<file path="src/rtl/riscv_pkg.sv">
// Shared RISC-V definitions for the load/store path: data width, funct3
// size/sign encodings and the LSU state type.
package riscv_pkg;

  localparam int XLEN = 32;

  // funct3[1:0] selects access size, funct3[2] selects zero-extension on loads
  localparam logic [1:0] SIZE_BYTE = 2'b00;
  localparam logic [1:0] SIZE_HALF = 2'b01;
  localparam logic [1:0] SIZE_WORD = 2'b10;

  localparam logic [2:0] F3_LB  = 3'b000;
  localparam logic [2:0] F3_LH  = 3'b001;
  localparam logic [2:0] F3_LW  = 3'b010;
  localparam logic [2:0] F3_LBU = 3'b100;
  localparam logic [2:0] F3_LHU = 3'b101;

  typedef enum logic [1:0] {
    LSU_IDLE = 2'b00,
    LSU_BUSY = 2'b01,
    LSU_DONE = 2'b10
  } lsu_state_t;

endpackage

</file>
<file path="src/rtl/load_extend.sv">
// Selects the addressed lane of a read word and sign/zero-extends it
// according to the load funct3.
module load_extend
  import riscv_pkg::*;
(
  input  logic [XLEN-1:0] rdata,
  input  logic [1:0]      addr,
  input  logic [2:0]      funct3,
  output logic [XLEN-1:0] data
);

  logic [XLEN-1:0] lane_s;

  assign lane_s = rdata >> {addr, 3'b000};

  // lane extension by load type
  always_comb begin
    data = rdata;
    case (funct3)
      F3_LB:   data = {{24{lane_s[7]}}, lane_s[7:0]};
      F3_LH:   data = {{16{lane_s[15]}}, lane_s[15:0]};
      F3_LW:   data = rdata;
      F3_LBU:  data = {24'h000000, lane_s[7:0]};
      F3_LHU:  data = {16'h0000, lane_s[15:0]};
      default: data = rdata;
    endcase
  end

endmodule

</file>
<file path="src/rtl/load_store_unit.sv">
// Single-outstanding load/store unit: captures one request, drives a simple
// ready-handshake bus, and returns extended load data or an alignment fault.
module load_store_unit
  import riscv_pkg::*;
#(
  parameter int XLEN = riscv_pkg::XLEN
) (
  input  logic            clk,
  input  logic            reset,
  input  logic            req_valid,
  output logic            req_ready,
  input  logic            req_we,
  input  logic [2:0]      req_funct3,
  input  logic [XLEN-1:0] req_addr,
  input  logic [XLEN-1:0] req_wdata,
  input  logic [4:0]      req_rd,
  input  logic            flush,
  output logic            mem_req,
  output logic            mem_we,
  output logic [XLEN-1:0] mem_addr,
  output logic [3:0]      mem_be,
  output logic [XLEN-1:0] mem_wdata,
  input  logic            mem_ready,
  input  logic [XLEN-1:0] mem_rdata,
  output logic            resp_valid,
  output logic [XLEN-1:0] resp_data,
  output logic [4:0]      resp_rd,
  output logic            resp_misaligned,
  output logic            stall
);

  lsu_state_t      state_r;
  logic            we_r;
  logic [XLEN-1:0] addr_r;
  logic [2:0]      funct3_r;
  logic [XLEN-1:0] wdata_r;
  logic [3:0]      be_r;
  logic            kill_r;
  logic [XLEN-1:0] resp_data_r;
  logic [4:0]      resp_rd_r;
  logic            misal_r;

  logic            misal_s;
  logic [3:0]      be_s;
  logic [XLEN-1:0] wdata_s;
  logic [XLEN-1:0] ext_s;

  // request decode: alignment, byte enables and lane-replicated store data
  always_comb begin
    misal_s = 1'b0;
    be_s    = 4'b0000;
    wdata_s = req_wdata;
    case (req_funct3[1:0])
      SIZE_BYTE: begin
        be_s    = 4'b0001 << req_addr[1:0];
        wdata_s = {4{req_wdata[7:0]}};
      end
      SIZE_HALF: begin
        misal_s = req_addr[0];
        be_s    = 4'b0011 << req_addr[1:0];
        wdata_s = {2{req_wdata[15:0]}};
      end
      SIZE_WORD: begin
        misal_s = (req_addr[1:0] != 2'b00);
        be_s    = 4'b1111;
      end
      default: begin
        misal_s = 1'b0;
        be_s    = 4'b0000;
      end
    endcase
  end

  load_extend u_load_extend (
    .rdata  (mem_rdata),
    .addr   (addr_r[1:0]),
    .funct3 (funct3_r),
    .data   (ext_s)
  );

  // FSM and request/response capture
  always_ff @(posedge clk) begin
    if (reset) begin
      state_r     <= LSU_IDLE;
      we_r        <= 1'b0;
      addr_r      <= '0;
      funct3_r    <= 3'b000;
      wdata_r     <= '0;
      be_r        <= 4'b0000;
      kill_r      <= 1'b0;
      resp_data_r <= '0;
      resp_rd_r   <= 5'd0;
      misal_r     <= 1'b0;
    end else begin
      case (state_r)
        LSU_IDLE: begin
          if (req_valid && !flush) begin
            we_r        <= req_we;
            addr_r      <= req_addr;
            funct3_r    <= req_funct3;
            wdata_r     <= wdata_s;
            be_r        <= be_s;
            kill_r      <= 1'b0;
            resp_data_r <= '0;
            resp_rd_r   <= req_we ? 5'd0 : req_rd;
            misal_r     <= misal_s;
            state_r     <= misal_s ? LSU_DONE : LSU_BUSY;
          end
        end
        LSU_BUSY: begin
          // a flush cannot abort the bus transfer, only its writeback
          if (flush) kill_r <= 1'b1;
          if (mem_ready) begin
            resp_data_r <= we_r ? '0 : ext_s;
            state_r     <= LSU_DONE;
          end
        end
        LSU_DONE: begin
          kill_r  <= 1'b0;
          state_r <= LSU_IDLE;
        end
        default: state_r <= LSU_IDLE;
      endcase
    end
  end

  assign req_ready       = (state_r == LSU_IDLE);
  assign stall           = (state_r != LSU_IDLE);
  assign mem_req         = (state_r == LSU_BUSY);
  assign mem_we          = (state_r == LSU_BUSY) && we_r;
  assign mem_addr        = {addr_r[XLEN-1:2], 2'b00};
  assign mem_be          = be_r;
  assign mem_wdata       = wdata_r;
  assign resp_valid      = (state_r == LSU_DONE) && !kill_r && !flush;
  assign resp_data       = resp_data_r;
  assign resp_rd         = resp_rd_r;
  assign resp_misaligned = misal_r;

endmodule

</file>
<file path="config.mk">
export PLATFORM = sky130hd
export DESIGN_NAME = load_store_unit
export DESIGN_NICKNAME = d
export VERILOG_FILES = /design/src/rtl/riscv_pkg.sv /design/src/rtl/load_extend.sv /design/src/rtl/load_store_unit.sv
export SDC_FILE = /design/constraint.sdc
export NUM_CORES = 1
export LEC_CHECK = 0
export ABC_AREA = 1
export CORE_MARGIN = 4
export CORE_UTILIZATION = 55
export CTS_CLUSTER_SIZE = 12
export DETAILED_ROUTE_END_ITERATION = 6
export DONT_BUFFER_PORTS = 1
export GPL_ROUTABILITY_DRIVEN = 0
export PLACE_DENSITY = 0.73
export SLEW_MARGIN = 5
export SYNTH_ARGS = -nofsm -noshare
export SYNTH_HDL_FRONTEND = slang
export SYNTH_HIERARCHICAL = 1
export SYNTH_SLANG_ARGS = --single-unit
</file>
<file path="constraint.sdc">
create_clock -name clk -period 1.85 [get_ports clk]
set_input_delay 0.37 -clock clk [delete_from_list [all_inputs] [get_ports clk]]
set_output_delay 0.37 -clock clk [all_outputs]
set_load 0.05 [all_outputs]
</file>
==> metrics.md, run 1 <==
| Metric | Value |
|---|---|
| Fin Setup TNS | 0 ns |
| Number of cell rows | 38 |
| Sink Count | 113 |
| Core box area | 11,030 µm² |
| Fin worst setup slack | 0.08510 ns |
| Remaining DRCs | 0 |
| Largest net degree at the start of global routing | 50 |
| Area delta synth->final | 5.830% |
| Flops & latches, synth | 113 |
| Final setup vio count | 0 |
| Leakage | 0.003169 µW |
| Critical path arrival | 1.39 ns |
| Mapped Area | 6289 µm² |
| Grt ovf | 0 |
| RSZ-0062 raised after global routing | false |
| Hold Buf Count CTS | 0 |
| Layout cells sized above 1 | 9.232% |
| Power density over the cells | 1096 nW/µm² |
| Slew Viols, Final | 0 |
| ANT cells | 0 |
| Dpl ws | 0.1251 ns |
| Tcrit/Tclk final | 95.40% |
| Cells after synthesis | 1,002 |
| H-Tree Level Count | 4 |
| Antenna violations before repair | 0 |
| Min Hold Slack | 0.02043 ns |
| Drt first pass iters | 5 |
| Vias/cell | 5.127 |
| Hold Vio Cnt, Final | 0 |
| Port Buffer Count | 0 |
| Synth Flop Type | dfxtp_1 |
| Die width | 114.9 µm |
| EDFF count, synth | 0 |
| Final net count | 1,069 |
| Count of different cell masters after synthesis | 31 |
| Drt initial violations | 380 |
| Avg WL per Cell | 14.60 µm |
| Clock transition at path regs | 0.05 ns |
| Relative slew margins | 61.55% |
| CP Max Fanout | 6 |
| Clk buf depth | 2 |
| DR vias | 5,660 |
| WP data required | 1.48 ns |
| DIE AREA | 13,210 µm² |
| FFs w/ async S/R, synth | 0% |
| Fillers | 1,105 |
| Status | complete, no violations |
| Total Power | 7293 µW |
| Vias in the first global route | 5,229 |
| IO Pins | 221 |
| Initial Utilization | 57.01% |
| R2R Setup Slk | 0.20 ns |
| Hold/Removal Path Class | in -> reg |
| CTS tree | yes |
| Max-cap violations | 0 |
| Antenna-violating nets left | 0 |
| HPWL after DPL | 11,580 µm |
| Routed Wire Length | 16,120 µm |
| First-pass GRT wire length | 26,090 µm |
| FMAX | 566.6 MHz |
| Worst setup EP type | output pin |
| Crit start category | flop |
| Seq/Total Area, Yosys | 35.97% |
| Synthesized area per cell | 6.276 µm² |
| Period minus WS final | 1.765 ns |
| YS warnings | 6 |
| Peak VDD IR | 695.7 µV |
| Clock Tree Root | clkbuf_16 |
| Clk_skew | 0.007324 ns |
| Worst skew pair latency | 0.41 ns |
| GRT Util Overall | 24.33% |
| Die Ht | 114.9 µm |
| Worst setup path category | reg -> out |
| Num CTS Buffers | 17 |
| Worst-Margin Slew | 0.5760 ns |
==> worst paths after layout <==
path | startpoint | to | cells past startpoint
worst max-delay path | state_r[0] | mem_req | 3
worst max register to register | addr_r[0] | resp_data[16] | 12
worst min register to register | kill_r | kill_r | 2
worst min-delay path | reset | state_r[0] | 1
==> where the power goes <==
| group | total, µW | internal [µW] | switching (µW) |
|---|---|---|---|
| clock | 2850 | 1790 | 1060 |
| combinational | 1090 | 395 | 695 |
| sequential | 3360 | 2620 | 731 |
| total | 7290 | 4810 | 2490 |
==> cells in the mapped netlist, types with 6 or more instances <==
master    instances  area share (%)
nand2_1         246              15
nand3_1          57             4.5
nand2_2          16             1.6
nor2_1          263              16
buf_6            10             1.8
o21ai_0          80             6.4
buf_4            34             4.1
inv_1            71             4.2
dfxtp_1         113              36
clkbuf_1         16            0.96
nand4_1          13             1.3
o211ai_1          6            0.72
a21oi_1          16             1.3
buf_2            26             2.1
==> layout make-up <==
| class | count | area (µm²) | share of cell area, % |
|---|---|---|---|
| sequential | 113 | 2263 | 34.01 |
| tap | 140 | 175.2 | 2.632 |
| clock buffer | 19 | 432.9 | 6.505 |
| timing repair buffer | 24 | 267.8 | 4.023 |
| inverter | 80 | 310.3 | 4.663 |
| clock inverter | 8 | 70.07 | 1.053 |
| multi-input combinational | 720 | 3136 | 47.11 |
==> layout by cell type, fill, tap and decap left out, types with 3 or more instances in the layout <==
| cell type | Yosys | final |
|---|---|---|
| a21oi_1 | 16 | 16 |
| buf_12 | 1 | 7 |
| buf_4 | 34 | 17 |
| clkbuf_16 | 0 | 17 |
| clkinv_2 | 0 | 5 |
| dfxtp_1 | 113 | 112 |
| ha_1 | 3 | 3 |
| inv_1 | 71 | 70 |
| inv_2 | 4 | 5 |
| inv_4 | 4 | 4 |
| nand2_1 | 246 | 246 |
| nand2_2 | 16 | 16 |
| nand3_1 | 57 | 57 |
| nand3_4 | 3 | 3 |
| nand4_1 | 13 | 13 |
| nor2_1 | 263 | 263 |
| nor2_4 | 4 | 4 |
| o211ai_1 | 6 | 6 |
| o21ai_0 | 80 | 80 |
| o21ai_1 | 3 | 3 |
==> state kept, by name (all words and copies together) (netlist names) <==
name,cells
addr_r,32
mem_wdata,32
resp_data,32
resp_rd,5
mem_be,4
funct3_r,3
state_r,2
kill_r,1
resp_misaligned,1
we_r,1
==> metrics by stage <==
stage	utilization, %	cells	cell area [µm²]
3_3_place_gp	55.76	1077	6151
3_5_place_dp	55.76	1077	6151
4_1_cts	60.33	1104	6655
2_1_floorplan	-	1003	6299
5_1_grt	60.33	1104	6655
6_report	60.33	1104	6655
==> logic make-up (layout without fill, tap and decap cells) <==
family          Yosys count  count (layout)  synth area share [%]
simple gates            610             610                 40.45
other cells               1               2               0.05963
compound gates          105             105                 8.595
flops                   113             113                 35.97
buf+inv                 170             131                 14.33
fa+ha+maj                 3               3                0.5970
==> per-layer routing <==
metal / track usage (%) / vias up / wire, µm
met2: 39.54 / 205 / 7658
li1: - / 2965 / -
met1: 29.68 / 2475 / 6556
met5: 0 / - / 0
met4: 7.433 / 0 / 189
met3: 9.737 / 15 / 1720
==> critical path, cell delays in order (launching register included) <==
cell	delay (ns)
dfxtp_2	0.43
inv_2	0.09
nor2_2	0.28
buf_12	0.19
==> what timing repair did <==
| action | in CTS | in global routing |
|---|---|---|
| setup endpoints to repair | 1 | 0 |
| resized for setup | 1 | 0 |
| buffers inserted | 0 | 0 |
Power figures use the tool's default switching activity.
==> run 2, diff against run 1 <==
Settings changed: CORE_UTILIZATION 55 to 43, PLACE_DENSITY 0.73 to not set.
==> metrics.md, run 2 (same netlist as run 1, synthesis figures left out) <==
| Metric | Value |
|---|---|
| Sink Count | 113 (unchanged) |
| Clk buf depth | 2 (unchanged) |
| Worst skew pair latency | 0.41 ns (about the same) |
| Avg WL per Cell | 14.82 µm (+1.5%) |
| Drt initial violations | 313 (-18%) |
| Clock transition at path regs | 0.05 ns (about the same) |
| Vias/cell | 4.969 (-3.1%) |
| Antenna violations before repair | 1 (+1) |
| GRT Util Overall | 20.51% (-3.8 points) |
| Largest net degree at the start of global routing | 82 (+64%) |
| Design Area, Final | 6765 µm² (+1.7%) |
| Clk_skew | 0.007484 ns (+0.0001597 ns) |
| Critical path arrival | 1.38 ns (about the same) |
| Final net count | 1,069 (unchanged) |
| H-Tree Level Count | 4 (unchanged) |
| Clock Tree Root | clkbuf_16 |
| DR vias | 5,704 (+0.78%) |
| Initial Utilization | 44.61% (-12 points) |
| Area delta synth->final | 7.581% |
| Drt first pass iters | 5 (unchanged) |
| Most frequent cells in the layout | nor2_1 (263), nand2_1 (246), dfxtp_1 (112) |
| Remaining DRCs | 0 (unchanged) |
| Antenna-violating nets left | 0 (unchanged) |
| Hold Vio Cnt, Final | 0 (unchanged) |
| Routed Wire Length | 17,020 µm (+5.6%) |
| Die width | 128.9 µm (+12%) |
| Slew Viols, Final | 0 (unchanged) |
| WP data required | 1.48 ns (about the same) |
| HPWL after DPL | 12,140 µm (+4.8%) |
| Relative slew margins | 61.82% (+0.27 points) |
| DIE AREA | 16,620 µm² (+26%) |
| Tcrit/Tclk final | 94.78% (-0.62 points) |
| Leakage | 0.003204 µW (+1.1%) |
| Hold/Removal Path Class | in -> reg |
| Port Buffer Count | 0 (unchanged) |
| Power density over the cells | 1146 nW/µm² (+4.6%) |
| Total Power | 7756 µW (+6.3%) |
| Max-cap violations | 0 (unchanged) |
| Fillers | 1,510 (+37%) |
| Layout cells sized above 1 | 9.401% (+0.17 points) |
| Reg-to-reg startpoint | addr_r[0] |
| Final setup vio count | 0 (unchanged) |
| Worst-Margin Slew | 0.5719 ns (-0.004092 ns) |
| IO Pins | 221 (unchanged) |
| Worst setup EP type | output pin |
| CP Max Fanout | 8 (+2) |
| Period minus WS final | 1.754 ns (-0.01138 ns) |
| Worst setup path category | reg -> out |
| Grt ovf | 0 (unchanged) |
| Num CTS Buffers | 17 (unchanged) |
| Vias in the first global route | 5,273 (+0.84%) |
| Crit start category | flop |
| Status | complete, no violations |
| RSZ-0062 raised after global routing | false |
| Peak VDD IR | 620.3 µV (-11%) |
| Die Ht | 128.9 µm (+12%) |
| CTS tree | yes |
| ANT cells | 0 (unchanged) |
| Number of cell rows | 43 (+13%) |
| Most common cell after layout, fill and taps aside | nor2_1 |
| First-pass GRT wire length | 27,450 µm (+5.2%) |
| FMAX | 570.3 MHz (+0.65%) |
| Core box area | 14,100 µm² (+28%) |
| Critical Path Start | state_r[0] |
| Area of placed instances | 6148 µm² (about the same) |
| Min-delay src | reset |
[run 2: cell types whose count changed in the layout (fill, tap and decap cells not counted), sizes merged]
cell         previous run  this run
buf                    24        22
clkbuf                 19        21
clkinvlp                2         1
bufinv                  1         3
dlygate4sd3             0         2
clkinv                  6         7
[run 2: routing by layer]
metal / track usage (%) / part of all wire (%) / wire [µm]
met1: 24.82 / 42 / 7118
met2: 32.50 / 46 / 7863
met3: 8.717 / 10 / 1721
met4: 7.597 / 1.8 / 301
met5: 0 / 0.076 / 13
[run 2: through the flow]
stage          setup WS, ns  utilization, %  std cells  TNS (ns)  hold WS [ns]
5_1_grt            0.007536           47.99       1148         0      0.002517
6_report            0.09648           47.99       1148         0       0.02311
3_3_place_gp         0.2136           43.62       1115         0        0.4410
2_1_floorplan      -0.01012               -       1003  -0.01012        0.4502
3_5_place_dp         0.1897           43.62       1115         0        0.4430
4_1_cts             0.05791           47.99       1148         0      0.002675
[run 2: power by group]
group          leakage (µW)  total, µW  switching [µW]  internal (µW)
clock network      0.000293       3320            1150           2170
logic               0.00198       1080             696            384
registers          0.000930       3350             733           2620
total               0.00320       7760            2580           5180
[run 2: layout make-up]
cell class	instances	area [µm²]	share of cell area [%]
Inverter	80	310.3	4.587
Multi-Input combinational cell	720	3136	46.35
Sequential cell	113	2263	33.46
Clock buffer	21	460.4	6.806
Timing Repair Buffer	24	235.2	3.477
Tap cell	180	225.2	3.329
Clock inverter	10	135.1	1.997
[run 2: worst paths after layout]
check / to / slack, ns / cells past startpoint
min: resp_rd[0] / 0.02 / 1
max: mem_req / 0.1 / 3
max reg2reg: resp_data[28] / 0.20 / 11
min reg2reg: kill_r / 0.47 / 2
[run 2: worst max-delay path, cell delays in order (launching register included)]
cell     delay (ns)
dfxtp_1        0.51
inv_2          0.11
nor2_2         0.09
buf_4          0.26
[run 2: what timing repair did]
action | in CTS | in global routing
setup endpoints to repair | 0 | 1
hold endpoints to repair | 4 | 0
resized for setup | 0 | 1
hold buffers | 2 | 0
buffers inserted | 0 | 0
==> run 3, diff against run 2 <==
Settings changed: SETUP_SLACK_MARGIN set to 0.05.
Clock period 1.85 ns to 1.8 ns, I/O delays scaled along.
==> metrics.md, run 3 (same netlist as run 1, synthesis figures left out) <==
| Metric | Value |
|---|---|
| Status | complete, no violations |
| Min-delay src | flush |
| Cells after DPL | 1,121 (+0.54%) |
| CTS tree | yes |
| Area of placed instances | 6196 µm² (+0.77%) |
| Final setup vio count | 0 (unchanged) |
| Vias/cell | 4.932 (-0.74%) |
| Flop pwr share | 44.1% (+0.8 points) |
| Final net count | 1,076 (+0.65%) |
| WHS Endpoint | kill_r |
| Clk_skew | 0.005949 ns (-0.001535 ns) |
| Clock network fraction of total power | 41.5% (-1.3 points) |
| Clock transition at path regs | 0.06 ns (about the same) |
| Critical path arrival | 1.35 ns (-0.03 ns) |
| HPWL after DPL | 12,400 µm (+2.2%) |
| Peak VDD IR | 572.4 µV (-7.7%) |
| Sink Count | 113 (unchanged) |
| R2R Setup Slk | 0.22 ns (+0.02 ns) |
| Leakage | 0.003219 µW (+0.47%) |
| Period minus WS final | 1.713 ns |
| Most frequent cells in the layout | nor2_1 (262), nand2_1 (246), dfxtp_1 (110) |
| Largest net degree at the start of global routing | 69 (-16%) |
| Flip-flop and latch area | 2266 µm² (+0.11%) |
| Relative slew margins | 61.33% (-0.49 points) |
| Port Buffer Count | 0 (unchanged) |
| Max-cap violations | 0 (unchanged) |
| Layout Cells excl Fill | 1,156 (+0.70%) |
| Routed Wire Length | 17,210 µm (+1.1%) |
| Clk buf depth | 2 (unchanged) |
| Worst skew pair latency | 0.41 ns (about the same) |
| Worst setup path category | reg -> out |
| Worst-Margin Slew | 0.5793 ns (+0.007358 ns) |
| Drt first pass iters | 4 (-1) |
| Design Area, Final | 6803 µm² (+0.55%) |
| Antenna-violating nets left | 0 (unchanged) |
| Die Ht | 128.9 µm (unchanged) |
| Grt ovf | 0 (unchanged) |
| Core box area | 14,100 µm² (unchanged) |
| DR vias | 5,701 (-0.053%) |
| Worst Reg-to-Reg Cells | 11 (unchanged) |
| Avg WL per Cell | 14.89 µm (+0.41%) |
| Net switching component of the power | 2759 µW (+7.1%) |
| Area delta synth->final | 8.177% |
| Number of cell rows | 43 (unchanged) |
| Worst setup EP type | output pin |
| WP data required | 1.44 ns (-0.04 ns) |
| Comb power frac | 14.4% (+0.5 points) |
| Final core occ | 48.26% (+0.27 points) |
| Tcrit/Tclk final | 95.18% |
| Hold path cells | 2 (+1) |
| Power density over the cells | 1148 nW/µm² (+0.12%) |
| Most common cell after layout, fill and taps aside | nor2_1 |
| ANT cells | 0 (unchanged) |
| Layout cells sized above 1 | 10.86% (+1.5 points) |
| Area taken by multi-input logic gates | 3143 µm² (+0.24%) |
| Crit start category | flop |
| Antenna violations before repair | 0 (-1) |
| Num CTS Buffers | 17 (unchanged) |
| Clock Tree Root | clkbuf_16 |
| Worst R2R End | resp_data[16] |
| RSZ-0062 raised after global routing | true |
| Internal power | 5050 µW (-2.5%) |
| H-Tree Level Count | 4 (unchanged) |
| FMAX | 583.7 MHz |
| Hold/Removal Path Class | in -> reg |
| IO Pins | 221 (unchanged) |
| Remaining DRCs | 0 (unchanged) |
| Die width | 128.9 µm (unchanged) |
| Switching Fraction | 35.33% (+2.1 points) |
| GRT Util Overall | 20.53% (about the same) |
| DIE AREA | 16,620 µm² (unchanged) |
| CP Max Fanout | 5 (-3) |
| First-pass GRT wire length | 27,260 µm (-0.68%) |
| Fin Setup TNS | 0 ns (unchanged) |
| Reg-to-reg startpoint | addr_r[0] |
| Vias in the first global route | 5,319 (+0.87%) |
| Initial Utilization | 44.61% (unchanged) |
| Fillers | 1,529 (+1.3%) |
| Drt initial violations | 301 (-3.8%) |
| Hold Vio Cnt, Final | 0 (unchanged) |
| Slew Viols, Final | 0 (unchanged) |
[run 3: cell types whose count changed in the layout (fill, tap and decap cells not counted), sizes merged]
cell,before,now
buf,22,30
clkbuf,21,18
inv,79,82
bufinv,3,1
clkinvlp,1,3
clkinv,7,8
dlygate4sd3,2,1
[run 3: worst max-delay path by stage]
| stage | startpoint | endpoint | slack [ns] | depth (start not counted) |
|---|---|---|---|---|
| 2_1_floorplan | state_r[1] | resp_valid | 0.008 | 2 |
| 3_3_place_gp | addr_r[0] | resp_data[28] | 0.22 | 11 |
| 3_5_place_dp | addr_r[0] | resp_data[16] | 0.17 | 11 |
| 4_1_cts | state_r[0] | mem_req | 0.009 | 3 |
| 5_1_grt | state_r[1] | resp_valid | 0.02 | 3 |
| 6_report | state_r[1] | resp_valid | 0.09 | 3 |
[run 3: what timing repair did]
item,CTS,global route
hold buffers,1,0
resized for setup,2,3
endpoints found under the hold margin,9,0
setup endpoints to repair,4,11
buffers inserted,0,2
[run 3: metal layers]
layer / global-route usage [%] / part of all wire [%] / vias to the layer above
met5: 0 / 0 / -
met4: 7.783 / 1.9 / 0
met3: 9.963 / 11 / 24
met2: 32.71 / 46 / 188
met1: 23.86 / 41 / 2501
li1: - / - / 2988
[run 3: critical path, cell delays in order (launching register included)]
cell and delay [ns]:
dfxtp_2 0.39, inv_2 0.10, nor4_2 0.21, buf_4 0.24
[run 3: power by group through the flow]
stage | clock (µW) | combinational (µW) | sequential, µW
2_1_floorplan | 0 | 1220 | 3270
3_3_place_gp | 0 | 1110 | 3500
3_5_place_dp | 0 | 1120 | 3510
4_1_cts | 3310 | 1130 | 3450
5_1_grt | 3430 | 1310 | 3470
6_report | 3240 | 1120 | 3450
[run 3: cell type report]
type / instances / share of cell area (%)
inverter: 80 / 4.617
sequential: 113 / 33.31
clock inverter: 14 / 1.913
multi-input combinational: 720 / 46.20
timing repair buffer: 31 / 4.193
tap: 180 / 3.311
clock buffer: 18 / 6.456
[run 3: stage by stage]
step / setup WS (ns) / power [µW] / hold WS [ns]
after floorplan: 0.008285 / 4492 / 0.4502
after global placement: 0.2231 / 4613 / 0.4307
after detailed placement: 0.1698 / 4626 / 0.4327
after CTS: 0.009357 / 7896 / 0.07372
after global routing: 0.02412 / 8213 / 0.08923
final: 0.08676 / 7809 / 0.09102
